## src/rtl/reaction_ctrl.sv

```systemverilog
// rtl/reaction_ctrl.sv - reaction-time tester controller driving an external BCD stopwatch
//
// Purpose: waits a pseudo-random delay after start, lights the lamp, times the
// player's reaction with an external millisecond stopwatch and reports the
// result as valid, false start (stop pressed before the lamp) or timeout (999 ms).
// Optional feature macro: REACTION_CTRL_BEST_EN adds the best_time output/register.
//
// Ports:
//   clk           clock
//   clr           asynchronous active-high reset
//   start_btn     one-cycle start pulse
//   stop_btn      one-cycle reaction pulse
//   sw_d2/d1/d0   stopwatch BCD digits (hundreds/tens/units ms)
//   sw_done_tick  stopwatch has stopped
//   sw_clr        stopwatch clear (ARM cycle)
//   sw_start      stopwatch start (first TIMING cycle)
//   sw_stop       stopwatch stop (whole STOP state)
//   led           stimulus lamp
//   busy          test in progress
//   result        BCD {d2,d1,d0} of the last test
//   status        00 none, 01 valid, 10 false start, 11 timeout
//   best_time     best valid result (REACTION_CTRL_BEST_EN only)

module reaction_ctrl #(
  parameter int          DVSR_MS      = 50000,
  parameter int          MIN_DELAY_MS = 2000,
  parameter logic [15:0] LFSR_SEED    = 16'hACE1
) (
  input  logic        clk,
  input  logic        clr,
  input  logic        start_btn,
  input  logic        stop_btn,
  input  logic [3:0]  sw_d2,
  input  logic [3:0]  sw_d1,
  input  logic [3:0]  sw_d0,
  input  logic        sw_done_tick,
  output logic        sw_clr,
  output logic        sw_start,
  output logic        sw_stop,
  output logic        led,
  output logic        busy,
  output logic [11:0] result,
`ifdef REACTION_CTRL_BEST_EN
  output logic [11:0] best_time,
`endif
  output logic [1:0]  status
);

  localparam int             PW        = (DVSR_MS > 1) ? $clog2(DVSR_MS) : 1;
  localparam logic [PW-1:0]  PRESC_MAX = PW'(DVSR_MS - 1);

  typedef enum logic [2:0] {
    S_IDLE   = 3'd0,
    S_WAIT   = 3'd1,
    S_ARM    = 3'd2,
    S_TIMING = 3'd3,
    S_STOP   = 3'd4,
    S_RESULT = 3'd5
  } state_t;

  state_t        state_q, state_d;
  logic [15:0]   lfsr_q, lfsr_d;
  logic [15:0]   delay_q, delay_d;
  logic [PW-1:0] presc_q, presc_d;
  logic [11:0]   result_q, result_d;
  logic [1:0]    status_q, status_d;
  logic          timeout_q, timeout_d;
  logic          first_q, first_d;
  logic [11:0]   sw_bcd;

  assign sw_bcd = {sw_d2, sw_d1, sw_d0};

  // Fibonacci LFSR, taps 16,14,13,11; a nonzero seed keeps it off the all-zero lock-up state.
  assign lfsr_d = {lfsr_q[14:0], lfsr_q[15] ^ lfsr_q[13] ^ lfsr_q[12] ^ lfsr_q[10]};

`ifdef REACTION_CTRL_BEST_EN
  logic [11:0] best_q, best_d;
`endif

  always_comb begin
    state_d   = state_q;
    delay_d   = delay_q;
    presc_d   = presc_q;
    result_d  = result_q;
    status_d  = status_q;
    timeout_d = timeout_q;
    first_d   = 1'b0;
`ifdef REACTION_CTRL_BEST_EN
    best_d    = best_q;
`endif
    case (state_q)
      S_IDLE, S_RESULT: begin
        if (start_btn) begin
          state_d   = S_WAIT;
          delay_d   = 16'(MIN_DELAY_MS) + {4'd0, lfsr_q[11:0]};
          presc_d   = '0;
          timeout_d = 1'b0;
        end
      end
      S_WAIT: begin
        // A stop during the dark period is a false start, even on the expiry cycle.
        if (stop_btn) begin
          state_d  = S_RESULT;
          result_d = 12'h000;
          status_d = 2'b10;
        end else if (presc_q == PRESC_MAX) begin
          presc_d = '0;
          if (delay_q == 16'd0) state_d = S_ARM;
          else                  delay_d = delay_q - 16'd1;
        end else begin
          presc_d = presc_q + 1'b1;
        end
      end
      S_ARM: begin
        state_d = S_TIMING;
        first_d = 1'b1;
      end
      S_TIMING: begin
        if (stop_btn) begin
          state_d = S_STOP;
        end else if (sw_bcd == 12'h999) begin
          state_d   = S_STOP;
          timeout_d = 1'b1;
        end
      end
      S_STOP: begin
        if (sw_done_tick) begin
          state_d  = S_RESULT;
          result_d = sw_bcd;
          status_d = timeout_q ? 2'b11 : 2'b01;
`ifdef REACTION_CTRL_BEST_EN
          // Packed BCD orders the same as the decimal value, so a plain compare works.
          if (!timeout_q && (sw_bcd < best_q)) best_d = sw_bcd;
`endif
        end
      end
      default: state_d = S_IDLE;
    endcase
  end

  always_ff @(posedge clk or posedge clr) begin
    if (clr) begin
      state_q   <= S_IDLE;
      lfsr_q    <= LFSR_SEED;
      delay_q   <= '0;
      presc_q   <= '0;
      result_q  <= 12'h000;
      status_q  <= 2'b00;
      timeout_q <= 1'b0;
      first_q   <= 1'b0;
`ifdef REACTION_CTRL_BEST_EN
      best_q    <= 12'h999;
`endif
    end else begin
      state_q   <= state_d;
      lfsr_q    <= lfsr_d;
      delay_q   <= delay_d;
      presc_q   <= presc_d;
      result_q  <= result_d;
      status_q  <= status_d;
      timeout_q <= timeout_d;
      first_q   <= first_d;
`ifdef REACTION_CTRL_BEST_EN
      best_q    <= best_d;
`endif
    end
  end

  // Stopwatch/lamp controls decode registered state only.
  assign sw_clr   = (state_q == S_ARM);
  assign sw_start = first_q;
  assign sw_stop  = (state_q == S_STOP);
  assign led      = (state_q == S_TIMING);
  assign busy     = (state_q == S_WAIT) || (state_q == S_ARM) ||
                    (state_q == S_TIMING) || (state_q == S_STOP);
  assign result   = result_q;
  assign status   = status_q;
`ifdef REACTION_CTRL_BEST_EN
  assign best_time = best_q;
`endif

endmodule

```

## config.mk

```make
export PLATFORM = sky130hd
export DESIGN_NAME = reaction_ctrl
export DESIGN_NICKNAME = d
export VERILOG_FILES = /design/src/rtl/reaction_ctrl.sv
export SDC_FILE = /design/constraint.sdc
export NUM_CORES = 1
export LEC_CHECK = 0
export BUFFER_PORTS_ARGS = -buffer_cell sky130_fd_sc_hd__buf_2
export CORE_MARGIN = 2
export CORE_UTILIZATION = 60
export CTS_CLUSTER_DIAMETER = 120
export DETAILED_ROUTE_END_ITERATION = 10
export HOLD_SLACK_MARGIN = 0.03
export PLACE_DENSITY = 0.81
export SYNTH_ARGS = -nofsm -noshare
export SYNTH_HDL_FRONTEND = slang
export SYNTH_SLANG_ARGS = --single-unit
export TNS_END_PERCENT = 5
```

## constraint.sdc

```tcl
create_clock -name clk -period 3.8 [get_ports clk]
set_input_delay 0.76 -clock clk [delete_from_list [all_inputs] [get_ports clk]]
set_output_delay 0.76 -clock clk [all_outputs]
set_load 0.02 [all_outputs]
```

==> impl_metrics.json, run 1 <==
{
  "cts_max_level": 3,
  "die_w_um": 78.5,
  "wirelength_um": 7050,
  "syn-mean-instance-area_um2": 10.1,
  "cts_setup_buffers": 0,
  "ir_drop_mv": 0.326,
  "gp_congestion": 0.822,
  "crit_start": "state_q[1]",
  "grtUsageTotal": 0.249,
  "worstPathMaxFanout": 20,
  "crit_path_end_kind": "output port",
  "grt_max_degree": 55,
  "rsz0062_at_grt": "no",
  "hp-class": "flop to flop",
  "post_drt_wl_per_cell_um": 16.2,
  "drt-pass1-iter-count": 5,
  "slew_headroom": 0.286,
  "yosys_most_used_dff": "dfrtp_1",
  "antenna_found_initial": 0,
  "die_h_um": 78.5,
  "ys_seq_elements": 67,
  "critPathKind": "flop to output port",
  "power.clock.fraction": 0.325,
  "seqPwrFrac": 0.483,
  "coreArea_mm2": 0.00544,
  "fmax_ghz": 0.343,
  "drive_gt1_frac": 0.201,
  "worst_hold_slack_ps": 357,
  "clk_latency_ps": 350,
  "hold_viol_final": 0,
  "p_comb_frac": 0.193,
  "async_flop_share": 1.00,
  "synth_area_mm2": 0.00333,
  "cap_violations": 0,
  "final_max_slew_viol_count": 0,
  "min_period_over_period": 0.767,
  "start_util": 0.612,
  "layout_min_cycle_time_ps": 2910,
  "vias": 2682,
  "r2r-start": "delay_q[1]",
  "tns_ps": 0,
  "powerDensity_mw_per_mm2": 469,
  "cts_root_buffer": "clkbuf_8",
  "cts_tree": "done",
  "cts-resized-gates": 0,
  "viasPerCell": 6.15,
  "syn_inst": 330,
  "area_growth_pct": 11.6,
  "grt.overflow.total": 0,
  "numCtsBuffers": 9,
  "ctsHoldBuffers": 0,
  "dp_hpwl_um": 4690,
  "required_ps": 3040,
  "clock_path_buffers": 2,
  "p_switching_uw": 537,
  "num_rows": 27,
  "switching_share": 0.308,
  "setup_violations": 0,
  "die_area_mm2": 0.00616,
  "yosysUniqueCellTypes": 61,
  "drc": 0,
  "drtIter0Drc": 182,
  "grt_pass1_wl_um": 11900,
  "ys_seq_area_frac": 0.507,
  "tightest_slew_ps": 1070,
  "nFillCells": 411,
  "clkSinkCount": 67,
  "path_clk_slew_ps": 70,
  "syn-num-nets": 350,
  "yosysWarnings": 0,
  "final_cell_mix": "59 x dfrtp_1, 35 x buf_2, 25 x nor2_1, 25 x nand2_1, 18 x a21oi_1",
  "clock_skew_ps": 10.9,
  "crit_path_start_kind": "flop",
  "grt_pass1_vias": 2513,
  "status": "complete, no violations",
  "internal-power_mw": 1.21,
  "crit_arrival_ps": 2150,
  "synth-edff-count": 0,
  "design.final.nets": 379,
  "hp-start": "lfsr_q[14]",
  "p_leak_nw": 1.67,
  "pin_count": 36,
  "final_antenna_net_count": 0,
  "n_antenna_cell": 0,
  "final_common_cell": "dfrtp_1",
  "portBuffers": 35
}
[worst max-delay path, stage by stage, from the launching register on]
cell,delay (ps)
dfrtp_1,760
clkinv_1,400
nor3_1,410
buf_2,240
[metal layers]
layer	vias up	wire, um	GRT usage
met4	0	99	0.0947
met3	9	440	0.0575
met5	-	0	0
li1	1291	-	-
met2	98	3320	0.379
met1	1284	3190	0.349
[power groups by stage]
stage | combinational, mW | clock, mW | sequential [mW]
2_1_floorplan | 0.272 | 0 | 0.832
4_1_cts | 0.334 | 0.574 | 0.839
3_5_place_dp | 0.332 | 0 | 0.851
5_1_grt | 0.383 | 0.608 | 0.849
6_report | 0.336 | 0.566 | 0.841
3_3_place_gp | 0.324 | 0 | 0.849
[worst paths after layout]
path                                     to  slack (ps)  cells after the start
max in group asynchronous       presc_q[12]        2310                      3
worst min register to register   lfsr_q[15]         360                      0
worst max register to register  delay_q[12]        1240                      7
worst min-delay path             lfsr_q[15]         360                      0
worst max-delay path                 sw_clr         890                      3
min in group asynchronous         result[2]         670                      2
[stage by stage]
| stage | setup WS (ps) | power (mW) | instances | cell area, um^2 | util |
|---|---|---|---|---|---|
| after global routing | 734 | 1.84 | 436 | 3720 | 0.683 |
| after detailed placement | 1270 | 1.18 | 420 | 3530 | 0.649 |
| after floorplan | 1370 | 1.10 | 330 | 3330 | - |
| final | 886 | 1.74 | 436 | 3720 | 0.683 |
| after global placement | 1320 | 1.17 | 420 | 3530 | 0.649 |
| after CTS | 899 | 1.75 | 436 | 3720 | 0.683 |
[cell families after synthesis]
family	synth area share
adder cells (fa/ha/maj)	0.0113
flip-flops	0.507
buffers and inverters	0.0383
XOR/XNOR	0.0552
AND/OR/NAND/NOR	0.219
AO/OA/AOI/OAI	0.167
multiplexers	0.00301
[sequential cells by signal (all words and copies together) (netlist names)]
| signal | cells |
|---|---|
| presc_q | 16 |
| state_q | 3 |
| result | 12 |
| lfsr_q | 16 |
| sw_start | 1 |
| timeout_q | 1 |
| status | 2 |
| delay_q | 16 |
[area by class of cell]
| type | count | area (um^2) | area share |
|---|---|---|---|
| repair buffers | 39 | 205 | 0.0552 |
| clock buffers | 11 | 131 | 0.0353 |
| flip-flops and latches | 67 | 1690 | 0.454 |
| multi-input cells | 234 | 1520 | 0.409 |
| inverters | 8 | 30.0 | 0.00808 |
| well taps | 72 | 90.1 | 0.0242 |
| clock inverters | 5 | 53.8 | 0.0145 |
[cell usage after synthesis (6+ instances only)]
master | number | area share
a21oi_1 | 18 | 0.027
a22o_1 | 13 | 0.034
a31oi_1 | 8 | 0.015
buf_2 | 9 | 0.014
clkbuf_1 | 11 | 0.012
dfrtp_1 | 59 | 0.44
dfstp_2 | 8 | 0.063
inv_1 | 7 | 0.0079
nand2_1 | 25 | 0.028
nand3_1 | 11 | 0.017
nor2_1 | 25 | 0.028
nor3_1 | 7 | 0.011
nor4_1 | 11 | 0.021
o21ai_0 | 12 | 0.018
o22ai_1 | 6 | 0.011
o31ai_1 | 6 | 0.014
xnor2_1 | 16 | 0.042
Power figures use the tool's default switching activity.
==> inputs of run 2 (changes only) <==
--- a/config.mk
+++ b/config.mk
@@ -5,13 +5,14 @@
 export SDC_FILE = /design/constraint.sdc
 export NUM_CORES = 1
 export LEC_CHECK = 0
+export ABC_AREA = 1
 export BUFFER_PORTS_ARGS = -buffer_cell sky130_fd_sc_hd__buf_2
 export CORE_MARGIN = 2
-export CORE_UTILIZATION = 60
+export CORE_UTILIZATION = 54
 export CTS_CLUSTER_DIAMETER = 120
 export DETAILED_ROUTE_END_ITERATION = 10
 export HOLD_SLACK_MARGIN = 0.03
-export PLACE_DENSITY = 0.81
+export PLACE_DENSITY = 0.77
 export SYNTH_ARGS = -nofsm -noshare
 export SYNTH_HDL_FRONTEND = slang
 export SYNTH_SLANG_ARGS = --single-unit
==> constraint.sdc (replaced) <==
create_clock -name clk -period 2.45 [get_ports clk]
set_input_delay 0.49 -clock clk [delete_from_list [all_inputs] [get_ports clk]]
set_output_delay 0.49 -clock clk [all_outputs]
set_load 0.02 [all_outputs]
==> run 2 against run 1 <==
Critical path depth unchanged. Combinational power rose to 6.1 times the previous value. Non-clock buffer count down 1. Critical endpoint is now busy. Critical path type unchanged. Clock power up 100%.
==> impl_metrics.json, run 2 <==
{
  "ctsHoldBuffers": 0,
  "required_ps": 1960,
  "cts-resized-gates": 0,
  "final_max_slew_viol_count": 0,
  "dp_hpwl_um": 5640,
  "p_leak_nw": 2.21,
  "drive_gt1_frac": 0.144,
  "slew_headroom": 0.585,
  "clkSinkCount": 67,
  "critPathKind": "flop to output port",
  "cts_setup_buffers": 0,
  "gp_congestion": 0.948,
  "antenna_found_initial": 0,
  "ys_seq_area_frac": 0.447,
  "synth_area_leader_cell": "dfrtp_1",
  "grt.overflow.total": 0,
  "coreArea_mm2": 0.00679,
  "cts_tree": "done",
  "syn-mean-instance-area_um2": 7.22,
  "synth.most_common_cell": "nand2_1",
  "num_rows": 30,
  "final_cell_mix": "184 x nand2_1, 66 x nor2_1, 59 x inv_1, 59 x dfrtp_1, 36 x nand3_1",
  "netlist_top_cells_area": "dfrtp_1 39%, nand2_1 18%, nor2_1 6.6%",
  "synth_area_mm2": 0.00378,
  "die_area_mm2": 0.00768,
  "yosys_most_used_dff": "dfrtp_1",
  "start_util": 0.556,
  "synth_common_cells": "184 x nand2_1, 66 x nor2_1, 60 x inv_1, 59 x dfrtp_1, 36 x nand3_1",
  "crit_start": "state_q[1]",
  "area_growth_pct": 13.8,
  "worstPathMaxFanout": 7,
  "drc": 0,
  "wirelength_um": 7940,
  "r2r-start": "state_q[2]",
  "cap_violations": 0,
  "ir_drop_mv": 0.662,
  "final_antenna_net_count": 0,
  "clock_skew_ps": 6.50,
  "clk_latency_ps": 340,
  "pin_count": 36,
  "grt_pass1_vias": 3244,
  "async_flop_share": 1.00,
  "layout_min_cycle_time_ps": 1930,
  "final_common_cell": "nand2_1",
  "min_period_over_period": 0.787,
  "n_antenna_cell": 0,
  "rsz0062_at_grt": "no",
  "powerDensity_mw_per_mm2": 1110,
  "crit_arrival_ps": 1440,
  "die_h_um": 87.6,
  "hold_viol_final": 0,
  "numCtsBuffers": 9,
  "grt_pass1_wl_um": 14200,
  "yosysUniqueCellTypes": 36,
  "path_clk_slew_ps": 80,
  "syn-num-nets": 543,
  "die_w_um": 87.6,
  "drtIter0Drc": 217,
  "post_drt_wl_per_cell_um": 12.0,
  "tightest_slew_ps": 621,
  "cts_max_level": 3,
  "viasPerCell": 5.07,
  "syn_inst": 523,
  "hp-class": "input pin to asynchronous set/reset pin",
  "synth-edff-count": 0,
  "crit_path_start_kind": "flop",
  "drt-pass1-iter-count": 4,
  "grt_max_degree": 68,
  "final_cell_area_mm2": 0.00430,
  "vias": 3368,
  "yosysWarnings": 0,
  "cts_root_buffer": "clkbuf_8",
  "ys_seq_elements": 67,
  "clock_path_buffers": 2,
  "grtUsageTotal": 0.232,
  "crit_path_end_kind": "output port",
  "status": "complete, no violations",
  "portBuffers": 35,
  "synth_top_area_share": 0.391,
  "design.final.nets": 583,
  "top_regs": "delay_q: 16 flops, lfsr_q: 16 flops, presc_q: 16 flops",
  "tns_ps": 0,
  "placed_cell_area_mm2": 0.00405,
  "setup_violations": 0,
  "fmax_ghz": 0.519
}
[run 2: changes by cell type after synthesis, moves of 12 or more]
cell,delta
o21ai_0,+21
nand3_1,+25
nor2_1,+41
nand2_1,+159
inv_1,+53
a21oi_1,-12
a22o_1,-13
xnor2_1,-12
[run 2: where the power goes]
part | leakage [nW] | total [mW] | internal (mW) | switching (mW)
sequential | 0.872 | 1.56 | 1.35 | 0.209
clock | 0.120 | 1.14 | 0.685 | 0.460
combinational | 1.22 | 2.05 | 0.636 | 1.42
total | 2.21 | 4.76 | 2.68 | 2.08
[run 2: cell families after synthesis]
logic type,Yosys count,share of synthesized area
buffers and inverters,75,0.0808
AOI/OAI and AO/OA,52,0.0765
adders and majority gates,3,0.00994
xor gates and xnor gates,15,0.0348
and+or+nand+nor,311,0.351
DFF,67,0.447
[run 2: worst paths after layout]
kind                       cells past startpoint  slack, ps          to
max in group asynchronous                      3       1930   lfsr_q[6]
hold reg to reg                                0        370  lfsr_q[15]
hold / removal                                 3        220  lfsr_q[14]
min in group clk                               0        370  lfsr_q[15]
setup / recovery                               3        520        busy
setup reg to reg                               9        520  delay_q[7]
[run 2: metrics by stage]
stage                     instances  hold slack [ps]  power (mW)  worst slack, ps  utilization
after floorplan                 523              333        3.17              290            -
after global placement          648              344        3.57              590        0.597
after detailed placement        648              344        3.63              526        0.597
after CTS                       664              227        4.78              500        0.633
after global routing            664              235        5.15              286        0.633
final                           664              218        4.76              523        0.633
[run 2: cell type report]
cell class	instances	area [um^2]
Sequential cell	67	1690
Inverter	66	250
Tap cell	96	120
Clock buffer	9	124
Fill cell	616	2490
Timing Repair Buffer	38	210
Clock inverter	7	124
Multi-Input combinational cell	381	1790
[run 2: worst max-delay path, cell delays in order (launching register included)]
cell     delay (ps)
dfrtp_1         470
o21ai_0         390
nand2_1          80
buf_2           160
[run 2: layer usage]
metal	up-vias	track usage	share of wire
li1	1719	-	-
met1	1541	0.318	0.47
met2	101	0.372	0.46
met3	7	0.0396	0.051
met4	0	0.0839	0.011
met5	-	0	0
